===== src/rtl/paged_buffer.sv =====
// Paged ping-pong style buffer: a ring of PAGES pages in one block RAM.
// The writer fills and commits pages in order; the reader reads and releases them in the same order.
module paged_buffer #(
  parameter int    RAM_WIDTH       = 18,
  parameter int    RAM_DEPTH       = 16,
  parameter int    PAGES           = 4,
  parameter string RAM_PERFORMANCE = "HIGH_PERFORMANCE",
  localparam int   AW              = $clog2(RAM_DEPTH),
  localparam int   PW              = $clog2(PAGES),
  localparam int   NW              = AW + 1
) (
  input  logic                 clk,
  input  logic                 rst_n,
  input  logic                 wr_en,
  input  logic [RAM_WIDTH-1:0] wr_data,
  input  logic                 wr_commit,
  output logic                 wr_ready,
  output logic [PW-1:0]        wr_page,
  output logic [NW-1:0]        wr_count,
  output logic                 wr_ovf,
  output logic                 rd_avail,
  output logic [PW-1:0]        rd_page,
  output logic [NW-1:0]        rd_nent,
  input  logic                 rd_en,
  input  logic [AW-1:0]        rd_addr,
  input  logic                 rd_done,
  output logic [RAM_WIDTH-1:0] doutb,
  output logic                 dout_valid,
  output logic [PW:0]          pages_used
);
  localparam int STAGES = (RAM_PERFORMANCE == "LOW_LATENCY") ? 1 : 2;

  logic [RAM_WIDTH-1:0]       r_mem [PAGES*RAM_DEPTH];
  logic [PW-1:0]              r_wp, r_rp;
  logic [NW-1:0]              r_wcnt;
  logic [PW:0]                r_used;
  logic [PAGES-1:0][NW-1:0]   r_nent;
  logic                       r_ovf;
  logic [RAM_WIDTH-1:0]       r_ramq;
  logic [STAGES:1]            r_vld_pipe;

  logic w_ready, w_full, w_wr_acc, w_cm_acc, w_rd_acc, w_done_acc, w_avail;
  logic [NW-1:0] w_cm_cnt;

  assign w_ready    = (r_used != (PW+1)'(PAGES));
  assign w_avail    = (r_used != '0);
  assign w_full     = (r_wcnt == NW'(RAM_DEPTH));
  // rst_n gates the RAM port too, since the RAM itself has no reset
  assign w_wr_acc   = rst_n & wr_en & w_ready & ~w_full;
  assign w_cm_acc   = wr_commit & w_ready;
  assign w_rd_acc   = rst_n & rd_en & w_avail;
  assign w_done_acc = rd_done & w_avail;
  assign w_cm_cnt   = w_wr_acc ? r_wcnt + 1'b1 : r_wcnt;

  always_ff @(posedge clk) begin
    if (w_wr_acc) r_mem[{r_wp, r_wcnt[AW-1:0]}] <= wr_data;
  end

  always_ff @(posedge clk) begin
    if (!rst_n) begin
      r_wp   <= '0;
      r_rp   <= '0;
      r_wcnt <= '0;
      r_used <= '0;
      r_nent <= '0;
      r_ovf  <= 1'b0;
    end else begin
      if (w_cm_acc) begin
        r_nent[r_wp] <= w_cm_cnt;
        r_wp         <= r_wp + 1'b1;
        r_wcnt       <= '0;
      end else if (w_wr_acc) begin
        r_wcnt <= r_wcnt + 1'b1;
      end
      if (wr_en && !(w_ready && !w_full)) r_ovf <= 1'b1;
      if (w_done_acc) r_rp <= r_rp + 1'b1;
      // simultaneous commit and release cancel out
      if (w_cm_acc && !w_done_acc)      r_used <= r_used + 1'b1;
      else if (!w_cm_acc && w_done_acc) r_used <= r_used - 1'b1;
    end
  end

  always_ff @(posedge clk) begin
    if (!rst_n) begin
      r_ramq     <= '0;
      r_vld_pipe <= '0;
    end else begin
      if (w_rd_acc) r_ramq <= r_mem[{r_rp, rd_addr}];
      r_vld_pipe[1] <= w_rd_acc;
      for (int s = 2; s <= STAGES; s++) r_vld_pipe[s] <= r_vld_pipe[s-1];
    end
  end

  generate
    if (STAGES == 2) begin : g_hp
      logic [RAM_WIDTH-1:0] r_dout;
      always_ff @(posedge clk) begin
        if (!rst_n)             r_dout <= '0;
        else if (r_vld_pipe[1]) r_dout <= r_ramq;
      end
      assign doutb = r_dout;
    end else begin : g_ll
      assign doutb = r_ramq;
    end
  endgenerate

  assign dout_valid = r_vld_pipe[STAGES];
  assign wr_ready   = w_ready;
  assign wr_page    = r_wp;
  assign wr_count   = r_wcnt;
  assign wr_ovf     = r_ovf;
  assign rd_avail   = w_avail;
  assign rd_page    = r_rp;
  assign rd_nent    = r_nent[r_rp];
  assign pages_used = r_used;
endmodule

===== config.mk =====
export PLATFORM = sky130hd
export DESIGN_NAME = paged_buffer
export DESIGN_NICKNAME = d
export VERILOG_FILES = /design/src/rtl/paged_buffer.sv
export SDC_FILE = /design/constraint.sdc
export NUM_CORES = 1
export LEC_CHECK = 0
export CAP_MARGIN = 25
export CORE_UTILIZATION = 35
export DETAILED_ROUTE_END_ITERATION = 12
export RECOVER_POWER = 100
export SLEW_MARGIN = 20
export SYNTH_ARGS = -nofsm -noshare
export SYNTH_HDL_FRONTEND = slang
export SYNTH_SLANG_ARGS = --single-unit

===== constraint.sdc =====
create_clock -name clk -period 5.76 [get_ports clk]
set_input_delay 1.44 -clock clk [delete_from_list [all_inputs] [get_ports clk]]
set_output_delay 1.44 -clock clk [all_outputs]
set_load 0.05 [all_outputs]

==> results.py <==
metrics = {
    "run_status": {
        "failed_checks": "capacitance limit, slew limit",
        "outcome": "finished with violations",
    },
    "route": {
        "remaining_drc_errors": 0,
        "vias_per_cell": 5.485,
        "maxUsedRoutingLayer": "met5",
        "met1_length_mm": 49.48,
        "dr_wl_met3_mm": 11.33,
        "met2_length_mm": 57.44,
        "routed-via-count": 23020,
        "wl_mm": 122.4,
        "drt-initial-drc-count": 3018,
        "dr.pass1.iters": 8,
        "drtAntennaViolNets": 0,
        "wl_per_cell_um": 29.16,
    },
    "sta": {
        "final-setup-viol-count": 0,
        "timing.final.max_slew_violations": 1212,
        "slew_headroom_pct": -153.8,
        "whs_ns": 0.4433,
        "totalNegativeSetupSlack_ns": 0,
        "grt_setup_unrepaired": "false",
        "min_period_ns": 4.825,
        "timing.final.hold_violations": 0,
        "final_min_period_over_clock_period_pct": 83.76,
        "tightest_slew_ns": 3.807,
        "clock_skew_ns": 0.04080,
        "timing.fmax_mhz": 207.3,
        "worst_slack_ns": 0.9352,
    },
    "floorplan": {
        "initial_core_util_pct": 35.46,
        "die_outline_area_mm2": 0.1355,
        "die-width_um": 368.1,
        "top_level_ports": 67,
        "core_region_area_mm2": 0.1323,
        "die_height_um": 368.1,
        "rows": 133,
    },
    "clocking": {
        "cts_bufs_inserted": 119,
        "post-cts-setup-buffer-count": 0,
        "cts_root_buf": "sky130_fd_sc_hd__clkbuf_16",
        "cts_repair_resize_count": 0,
        "insertion_delay_ns": 0.72,
        "clock_pin_slew_worst_setup_and_hold_paths_ns": 0.06,
        "h_tree_level_count": 3,
        "cts.path.max_buffers": 3,
        "post_cts_hold_buffer_count": 0,
        "number_of_sinks_handled_by_clock_tree_synthesis": 1223,
        "tritoncts_clock_tree": "built",
    },
    "global_routing": {
        "first_global_vias": 23320,
        "antenna_found_initial": 9,
        "grt_max_degree": 85,
        "global_route_wire_length_before_repair_mm": 174.8,
        "global_route.overflow_total": 0,
        "grt_util_all_layers_pct": 18.02,
    },
    "critical_path": {
        "crit_path_end": "r_ramq[11]",
        "crit_required_ns": 6.34,
        "regToRegStartpoint": "pages_used[0]",
        "timing.critical_path.fanout_max": 47,
        "reg2reg_setup_slack_ns": 1.54,
        "cp_class": "input port to register",
        "worst-r2r-cell-count": 8,
        "worstSetupEndpointType": "register",
        "crit_start": "rst_n",
        "critical_path_arrival_ns": 5.41,
        "cp-start-kind": "input port",
        "rr_endpoint": "r_mem[37][0]",
    },
    "worst_hold_path": {
        "hold_path_class": "register to register",
    },
    "power_and_ir_drop": {
        "total_power_mw": 19.26,
        "power_leakage_nw": 16.49,
        "power_density_mw_per_mm2": 359.4,
        "peakVddDrop_uv": 252.5,
    },
    "placement": {
        "dpl_worst_slack_ns": 0.7942,
        "gp_congestion": 0.8593,
        "dp_hpwl_mm": 74.16,
        "port_buffers": 66,
    },
    "synthesis": {
        "synth_seq_cells": 1223,
        "synth_nets": 2203,
        "avgSynthCellArea_um2": 21.65,
        "yosysSeqAreaShare_pct": 76.78,
        "ys_warn_count": 0,
        "area_of_the_mapped_netlist_mm2": 0.04691,
        "post_synth_inst_count": 2167,
        "synth_cell_type_count": 35,
    },
    "final_layout": {
        "drive_above_1_share_pct": 25.96,
        "numnets_final": 2383,
        "area_growth_syn_to_layout_pct": 14.23,
        "utilization_pct": 40.50,
    },
    "run": {
        "drv.max_cap_violation_count": 27,
    },
}
[critical path: stages]
cell and delay, ns:
sky130_fd_sc_hd__dlygate4sd3_1 0.66, sky130_fd_sc_hd__clkbuf_1 0.24, sky130_fd_sc_hd__clkinv_1 0.07, sky130_fd_sc_hd__clkbuf_1 1.97, sky130_fd_sc_hd__a21oi_2 -0.03, sky130_fd_sc_hd__clkbuf_1 0.56
sky130_fd_sc_hd__a211o_1 0.44
[state kept, by name, indices dropped and copies added, names as in the netlist]
name	cells
pages_used	3
r_vld_pipe	2
wr_count	5
r_ramq	18
doutb	18
wr_ovf	1
rd_page	2
r_mem	1152
r_nent	20
wr_page	2
[worst min-delay path by stage]
stage	from	end	slack [ns]	cells past startpoint
2_1_floorplan	r_ramq[0]	r_ramq[0]	0.44	1
3_3_place_gp	wr_ovf	wr_ovf	0.44	2
3_5_place_dp	wr_ovf	wr_ovf	0.44	2
4_1_cts	wr_ovf	wr_ovf	0.45	2
5_1_grt	wr_ovf	wr_ovf	0.46	2
6_report	wr_ovf	wr_ovf	0.44	2
[per-stage QoR]
| stage | area, um2 | std cells |
|---|---|---|
| floorplan | 46910 | 2167 |
| global placement | 50170 | 3976 |
| detailed placement | 50240 | 3981 |
| CTS | 54000 | 4197 |
| global route | 53580 | 4197 |
| finish | 53580 | 4198 |
[cells in the mapped netlist, drive strengths merged]
library cell / instances / area share [%]
edfxtp: 1152 / 74
mux4: 294 / 14
nor2: 122 / 0.98
mux2: 86 / 2.1
buf: 84 / 1.0
dfxtp: 71 / 3.0
a211oi: 58 / 0.93
clkbuf: 43 / 0.35
nor2b: 39 / 0.52
o22ai: 34 / 0.45
a21oi: 21 / 0.22
mux2i: 21 / 0.45
nor3: 20 / 0.21
nor4: 19 / 0.25
a211o: 18 / 0.34
a221o: 18 / 0.38
nand2: 16 / 0.13
inv: 9 / 0.072
nand2b: 8 / 0.11
ha: 7 / 0.19
and3: 5 / 0.067
xor2: 5 / 0.093
xnor2: 4 / 0.075
and2: 2 / 0.027
nand3: 2 / 0.021
nor3b: 2 / 0.032
o21ai: 2 / 0.021
or3: 2 / 0.027
fa: 1 / 0.043
or2: 1 / 0.013
or4: 1 / 0.016
[cell type report]
| cell class | count | area [um2] |
|---|---|---|
| Tap cell | 1755 | 2196 |
| Fill cell | 11570 | 78710 |
| Multi-Input combinational cell | 808 | 10310 |
| Sequential cell | 1223 | 36010 |
| Antenna cell | 1 | 2.502 |
| Timing Repair Buffer | 186 | 1267 |
| Inverter | 9 | 33.78 |
| Clock buffer | 138 | 3122 |
| Clock inverter | 78 | 634.4 |
[report_power, final]
| part | internal, mW | switching [mW] | leakage (nW) |
|---|---|---|---|
| Combinational | 0.568 | 1.13 | 3.72 |
| Clock | 4.22 | 3.32 | 1.84 |
| Sequential | 9.86 | 0.163 | 10.9 |
| Total | 14.6 | 4.61 | 16.5 |
[placed cells by master (no fill, tap or decap), types with 10 or more instances in the layout]
cell type,Yosys,routed
sky130_fd_sc_hd__mux2i_1,21,21
sky130_fd_sc_hd__buf_4,14,22
sky130_fd_sc_hd__mux4_2,294,294
sky130_fd_sc_hd__nand2_1,16,16
sky130_fd_sc_hd__nor2_1,122,85
sky130_fd_sc_hd__a211oi_1,58,58
sky130_fd_sc_hd__dlygate4sd3_1,0,40
sky130_fd_sc_hd__nor4_1,19,19
sky130_fd_sc_hd__nor2b_1,39,39
sky130_fd_sc_hd__edfxtp_1,1152,1152
sky130_fd_sc_hd__mux2_2,86,86
sky130_fd_sc_hd__clkbuf_16,0,121
sky130_fd_sc_hd__buf_12,0,10
sky130_fd_sc_hd__clkinv_1,0,31
sky130_fd_sc_hd__dfxtp_1,71,71
sky130_fd_sc_hd__a21oi_1,21,20
sky130_fd_sc_hd__nor2_2,0,37
sky130_fd_sc_hd__clkbuf_1,42,113
sky130_fd_sc_hd__nor3_1,20,20
sky130_fd_sc_hd__o22ai_1,34,34
sky130_fd_sc_hd__a211o_1,18,18
sky130_fd_sc_hd__clkinv_2,0,26
sky130_fd_sc_hd__a221o_1,18,18
[layer usage]
| metal | track usage (%) | vias to the layer above |
|---|---|---|
| met2 | 27.88 | 1101 |
| met3 | 4.266 | 187 |
| met1 | 24.88 | 12320 |
| met4 | 6.352 | 2 |
| met5 | 0 | - |
| li1 | - | 9417 |
[cells by family after synthesis]
| group | after synthesis | synth area share, % |
|---|---|---|
| XOR/XNOR | 9 | 0.1680 |
| flip-flops | 1223 | 76.78 |
| buffers and inverters | 136 | 1.446 |
| AO/OA/AOI/OAI | 151 | 2.347 |
| multiplexers | 401 | 16.63 |
| AND/OR/NAND/NOR | 239 | 2.401 |
| adder cells (fa/ha/maj) | 8 | 0.2294 |
Power figures use the tool's default switching activity.
==> edit 1 (same settings) <==
`RAM_WIDTH`: 18 -> 14.
--- a/src/rtl/paged_buffer.sv
+++ b/src/rtl/paged_buffer.sv
@@ -2,5 +2,5 @@
 // The writer fills and commits pages in order; the reader reads and releases them in the same order.
 module paged_buffer #(
-  parameter int    RAM_WIDTH       = 18,
+  parameter int    RAM_WIDTH       = 14,
   parameter int    RAM_DEPTH       = 16,
   parameter int    PAGES           = 4,
Ports: changed (resized doutb and wr_data); port bits go from 67 to 59. No check against the original RTL was run, so the function may have changed too.
==> edit 1 against the original RTL <==
  * Critical path depth rose by 1
  * Worst hold slack worse by 1.6 ps
  * Final area fell by 21%
  * Synthesized area fell by 22%
  * Routed wire length down 28%
  * Count of clock-buffer cells in the layout is 2 lower
  * Final cell count down 20%
  * Combinational power shrank 24%
  * Setup slack better by 300 ps
  * Sequential cell count down 264
  * Register-to-register slack better by 590 ps
  * Critical path type unchanged
  * The flow still finishes with violations (capacitance limit, slew limit)
  * Sequential power is 22% lower
  * Total power decreased by 20%
  * Largest power group unchanged
==> edit 1: results (changes against the original RTL) <==
\begin{tabular}{lr}
\hline
Metric & Value \\
\hline
\multicolumn{2}{l}{\textbf{Worst setup path}} \\
Critical path peak fanout & 49 (was 47) \\
Worst Setup SP & rd\_addr[1] (was rst\_n) \\
Data arrival time at the worst-slack endpoint & 5040 ps (was 5410 ps) \\
\multicolumn{2}{l}{\textbf{Global route}} \\
Global-route usage over all layers & 16.5\% (was 18.0\%) \\
Largest net degree at the start of global routing & 75 (was 85) \\
Number of global-route vias before repair & 18,200 (was 23,300) \\
Met2 track utilization from global routing & 27.5\% (was 27.9\%) \\
\multicolumn{2}{l}{\textbf{Place}} \\
GP Congestion & 0.833 (was 0.859) \\
Detailed placer's ending HPWL & 52,600 um (was 74,200 um) \\
Pre-CTS worst setup slack & 1250 ps (was 794 ps) \\
\multicolumn{2}{l}{\textbf{Detailed routing}} \\
DR pass1 iterations & 5 (was 8) \\
Vias per std cell & 5.36 (was 5.48) \\
\multicolumn{2}{l}{\textbf{Final layout}} \\
Layout cells sized above 1 & 21.9\% (was 26.0\%) \\
Number of flip-flops in the largest register & 896 (was 1,152) \\
Fillcell total & 9,131 (was 11,600) \\
\multicolumn{2}{l}{\textbf{STA}} \\
Final worst hold slack & 442 ps (was 443 ps) \\
Number of slew-limit violations in the final report & 979 (was 1,212) \\
Tightest Pin Transition & 3560 ps (was 3810 ps) \\
\multicolumn{2}{l}{\textbf{Run status}} \\
Violated checks & capacitance limit, slew limit (unchanged) \\
Run status & finished, violations left (unchanged) \\
\multicolumn{2}{l}{\textbf{CTS}} \\
Clock buffers created by TritonCTS & 97 (was 119) \\
Clock latency on the worst-skew pair & 650 ps (was 720 ps) \\
\multicolumn{2}{l}{\textbf{Synth}} \\
Synthesized netlist net count & 1,759 (was 2,203) \\
Area contributors post-synth & sky130\_fd\_sc\_hd\_\_edfxtp\_1 (73\%), sky130\_fd\_sc\_hd\_\_mux4\_2 (15\%), sky130\_fd\_sc\_hd\_\_dfxtp\_1 (3.4\%) (was sky130\_fd\_sc\_hd\_\_edfxtp\_1 (74\%), sky130\_fd\_sc\_hd\_\_mux4\_2 (14\%), sky130\_fd\_sc\_hd\_\_dfxtp\_1 (3.0\%)) \\
\multicolumn{2}{l}{\textbf{Power and ir drop}} \\
NetSw & 3.51 mW (was 4.61 mW) \\
\multicolumn{2}{l}{\textbf{Job}} \\
Maximum Capacitance Violations & 16 (was 27) \\
\hline
\end{tabular}
[edit 1: cell count changes in the layout (fill, tap and decap cells not counted), moves of 36 or more]
cell,before,now
sky130_fd_sc_hd__a211oi_1,58,20
sky130_fd_sc_hd__mux4_2,294,243
sky130_fd_sc_hd__nand2_1,16,85
sky130_fd_sc_hd__edfxtp_1,1152,896
sky130_fd_sc_hd__a32oi_1,0,42
sky130_fd_sc_hd__mux2_2,86,12
sky130_fd_sc_hd__nor2_2,37,1
[edit 1: cells by family after synthesis]
kind of cell | after synthesis | synth area share [%]
multiplexers | 302 | 16.5
buffers and inverters | 105 | 1.41
AO/OA/AOI/OAI | 108 | 2.31
flip-flops | 959 | 76.6
AND/OR/NAND/NOR | 236 | 2.61
adder cells (fa/ha/maj) | 8 | 0.293
XOR/XNOR | 9 | 0.214
[edit 1: routing by layer]
layer,vias up,wire [um]
met3,121,5870
met1,9672,36100
met2,688,44700
li1,7483,-
met5,-,8
met4,2,1870
[edit 1: cell type report]
class / count / area [um2] / area share, %
clock inverters: 45 / 433 / 1.03
multi-input cells: 663 / 8080 / 19.2
clock buffers: 136 / 2740 / 6.49
repair buffers: 157 / 988 / 2.34
well taps: 1380 / 1730 / 4.09
inverters: 10 / 37.5 / 0.0890
flip-flops and latches: 959 / 28200 / 66.8
[edit 1: per-stage QoR]
step / std cells / total power, mW / instance area, um2 / utilization, %
CTS: 3349 / 15.5 / 42500 / 40.9
floorplan: 1727 / 8.71 / 36800 / -
finish: 3350 / 15.3 / 42200 / 40.6
global placement: 3167 / 9.24 / 39300 / 37.8
global route: 3350 / 15.8 / 42200 / 40.6
detailed placement: 3168 / 9.28 / 39300 / 37.9
==> edit 2 (same settings) <==
Without the edit above. Make the reset (`rst_n`) asynchronous in 3 clocked blocks.
--- a/src/rtl/paged_buffer.sv
+++ b/src/rtl/paged_buffer.sv
@@ -57,5 +57,5 @@
   end
 
-  always_ff @(posedge clk) begin
+  always_ff @(posedge clk or negedge rst_n) begin
     if (!rst_n) begin
       r_wp   <= '0;
@@ -81,5 +81,5 @@
   end
 
-  always_ff @(posedge clk) begin
+  always_ff @(posedge clk or negedge rst_n) begin
     if (!rst_n) begin
       r_ramq     <= '0;
@@ -95,5 +95,5 @@
     if (STAGES == 2) begin : g_hp
       logic [RAM_WIDTH-1:0] r_dout;
-      always_ff @(posedge clk) begin
+      always_ff @(posedge clk or negedge rst_n) begin
         if (!rst_n)             r_dout <= '0;
         else if (r_vld_pipe[1]) r_dout <= r_ramq;
Function: differs if rst_n is asserted again (counterexample within 4 cycles, from zero or initial values and one cycle with rst_n low); with rst_n held inactive, the same outputs for 4 cycles.
==> edit 2 against the original RTL <==
  * The flow finishes with violations (DRC, capacitance limit, slew limit)
  * First-iteration DRC count is 22% lower
  * Critical path type is now flop to output port
  * Critical endpoint is now rd_nent[0]
  * Setup slack gained 290 ps
  * Non-clock buffer count fell by 15
  * Sequential cell count stayed put
  * Clock power is 4.5% higher
  * Synthesized cell count rose by 9.8%
  * Synthesized area up 0.97%
  * Final area is 1.0% higher
  * Largest cell class unchanged
  * Sequential share of layout area hardly changed
  * Routed wire length is 3.9% lower
  * Total power up 6.7%
  * Core utilization is essentially flat
==> edit 2: results (changes against the original RTL) <==
\begin{tabular}{lr}
\hline
Metric & Value \\
\hline
\multicolumn{2}{l}{\textbf{Run status}} \\
Run status & finished, violations left (unchanged) \\
Violated checks & DRC, capacitance limit, slew limit (was capacitance limit, slew limit) \\
\multicolumn{2}{l}{\textbf{Synth}} \\
Post-synthesis xor/xnor area fraction & 0.185\% (was 0.168\%) \\
Fraction of the mapped netlist area in compound gates & 3.86\% (was 2.35\%) \\
Synthesized netlist net count & 2,416 (was 2,203) \\
Cell types with the highest counts after synthesis & sky130\_fd\_sc\_hd\_\_edfxtp\_1 (1,152), sky130\_fd\_sc\_hd\_\_mux2i\_1 (271), sky130\_fd\_sc\_hd\_\_mux4\_2 (167) (was sky130\_fd\_sc\_hd\_\_edfxtp\_1 (1,152), sky130\_fd\_sc\_hd\_\_mux4\_2 (294), sky130\_fd\_sc\_hd\_\_nor2\_1 (122)) \\
Async set or reset register ratio after synthesis & 5.81\% (was 0\%) \\
Number of distinct library cells after synthesis & 37 (was 35) \\
\multicolumn{2}{l}{\textbf{Global route}} \\
Largest net degree at the start of global routing & 90 (was 85) \\
Number of global-route vias before repair & 23,900 (was 23,300) \\
Global-route usage over all layers & 17.1\% (was 18.0\%) \\
Antenna violations before repair & 2 (was 9) \\
\multicolumn{2}{l}{\textbf{STA}} \\
Number of slew-limit violations in the final report & 1,391 (was 1,212) \\
Fin Clk Skew & 23.6 ps (was 40.8 ps) \\
Remaining max-slew budget at the tightest pin & -159\% (was -154\%) \\
\multicolumn{2}{l}{\textbf{Hold path}} \\
Hold path start & wr\_ovf (unchanged) \\
\multicolumn{2}{l}{\textbf{Worst setup path}} \\
Reg-to-reg critical path startpoint & wr\_count[0] (was pages\_used[0]) \\
Data arrival time at the worst-slack endpoint & 3100 ps (was 5410 ps) \\
\multicolumn{2}{l}{\textbf{Power and ir drop}} \\
Maximum resistive drop on vdd & 0.447 mV (was 0.252 mV) \\
Pleak & 17.7 nW (was 16.5 nW) \\
\multicolumn{2}{l}{\textbf{Final layout}} \\
Fillcell total & 11,900 (was 11,600) \\
\multicolumn{2}{l}{\textbf{Place}} \\
GP Congestion & 0.862 (was 0.859) \\
Detailed placer's ending HPWL & 70,500 um (was 74,200 um) \\
\multicolumn{2}{l}{\textbf{CTS}} \\
Clock buffers created by TritonCTS & 130 (was 119) \\
H-tree depth & 4 (was 3) \\
\multicolumn{2}{l}{\textbf{Detailed routing}} \\
Number of remaining DRC errors & 4 (was 0) \\
\multicolumn{2}{l}{\textbf{Job}} \\
Maximum Capacitance Violations & 29 (was 27) \\
\hline
\end{tabular}
## edit 2: changes by cell type after synthesis, sizes merged, moves of 20 or more
cell	unedited run	this run
dfrtp	0	71
nand2	16	111
nand3	2	24
a211oi	58	38
nor2	122	78
mux4	294	167
a22oi	0	72
mux2i	21	271
nor2b	39	5
dfxtp	71	0
## edit 2: path summary, 6_finish.rpt
path / to / slack, ps / cells past startpoint
setup reg to reg: r_mem[59][6] / 1760 / 7
max in group asynchronous: r_nent[11] / 2550 / 2
hold reg to reg: wr_ovf / 460 / 1
setup / recovery: rd_nent[0] / 1220 / 2
hold / removal: wr_ovf / 460 / 1
min in group asynchronous: doutb[16] / 820 / 1
## edit 2: power by group through the flow
stage               Clock (mW)  Sequential [mW]  Combinational [mW]
CTS                       8.02             10.3                2.41
floorplan                    0             10.6                1.10
global route              8.33             10.3                2.47
global placement             0             10.5                2.36
finish                    7.88             10.3                2.35
detailed placement           0             10.5                2.39
## edit 2: logic make-up (layout without fill, tap and decap cells)
| kind of cell | Yosys count | after routing |
|---|---|---|
| xor gates and xnor gates | 10 | 10 |
| DFF | 1223 | 1223 |
| AOI/OAI and AO/OA | 260 | 260 |
| and+or+nand+nor | 230 | 230 |
| buffers and inverters | 140 | 408 |
| muxes | 509 | 509 |
| adders and majority gates | 8 | 8 |
| other | 0 | 5 |
## edit 2: worst max-delay path: stages (launching register included)
cell and delay [ps]:
sky130_fd_sc_hd__dfrtp_1 900, sky130_fd_sc_hd__mux4_2 660, sky130_fd_sc_hd__dlygate4sd3_1 800
## edit 2: layout make-up
type,count,area (um2),share of cell area [%]
clock inverter,63,467,0.862
timing repair buffer,171,1190,2.20
antenna,5,12.5,0.0231
inverter,8,30.0,0.0555
sequential,1223,36400,67.2
multi-input combinational,1017,10300,19.1
clock buffer,166,3540,6.53
tap,1768,2210,4.09
## edit 2: stage by stage
| step | cells | util, % | cell area, um2 | power, mW | worst slack (ps) |
|---|---|---|---|---|---|
| 2_1_floorplan | 2380 | - | 47400 | 11.7 | 2390 |
| 3_3_place_gp | 4179 | 37.7 | 50400 | 12.8 | 1120 |
| 3_5_place_dp | 4180 | 37.7 | 50400 | 12.9 | 1120 |
| 4_1_cts | 4409 | 40.7 | 54400 | 20.7 | 1190 |
| 5_1_grt | 4416 | 40.4 | 54100 | 21.1 | 1020 |
| 6_report | 4421 | 40.5 | 54100 | 20.5 | 1220 |
## edit 2: per-layer routing
layer / part of all wire, % / vias to the layer above / global-route usage (%) / wire [um]
li1: - / 10100 / - / -
met3: 7.3 / 172 / 3.23 / 8650
met1: 44 / 12500 / 24.4 / 51600
met4: 2.5 / 2 / 4.74 / 2940
met5: 0.015 / - / 0 / 18
met2: 46 / 942 / 26.6 / 54500
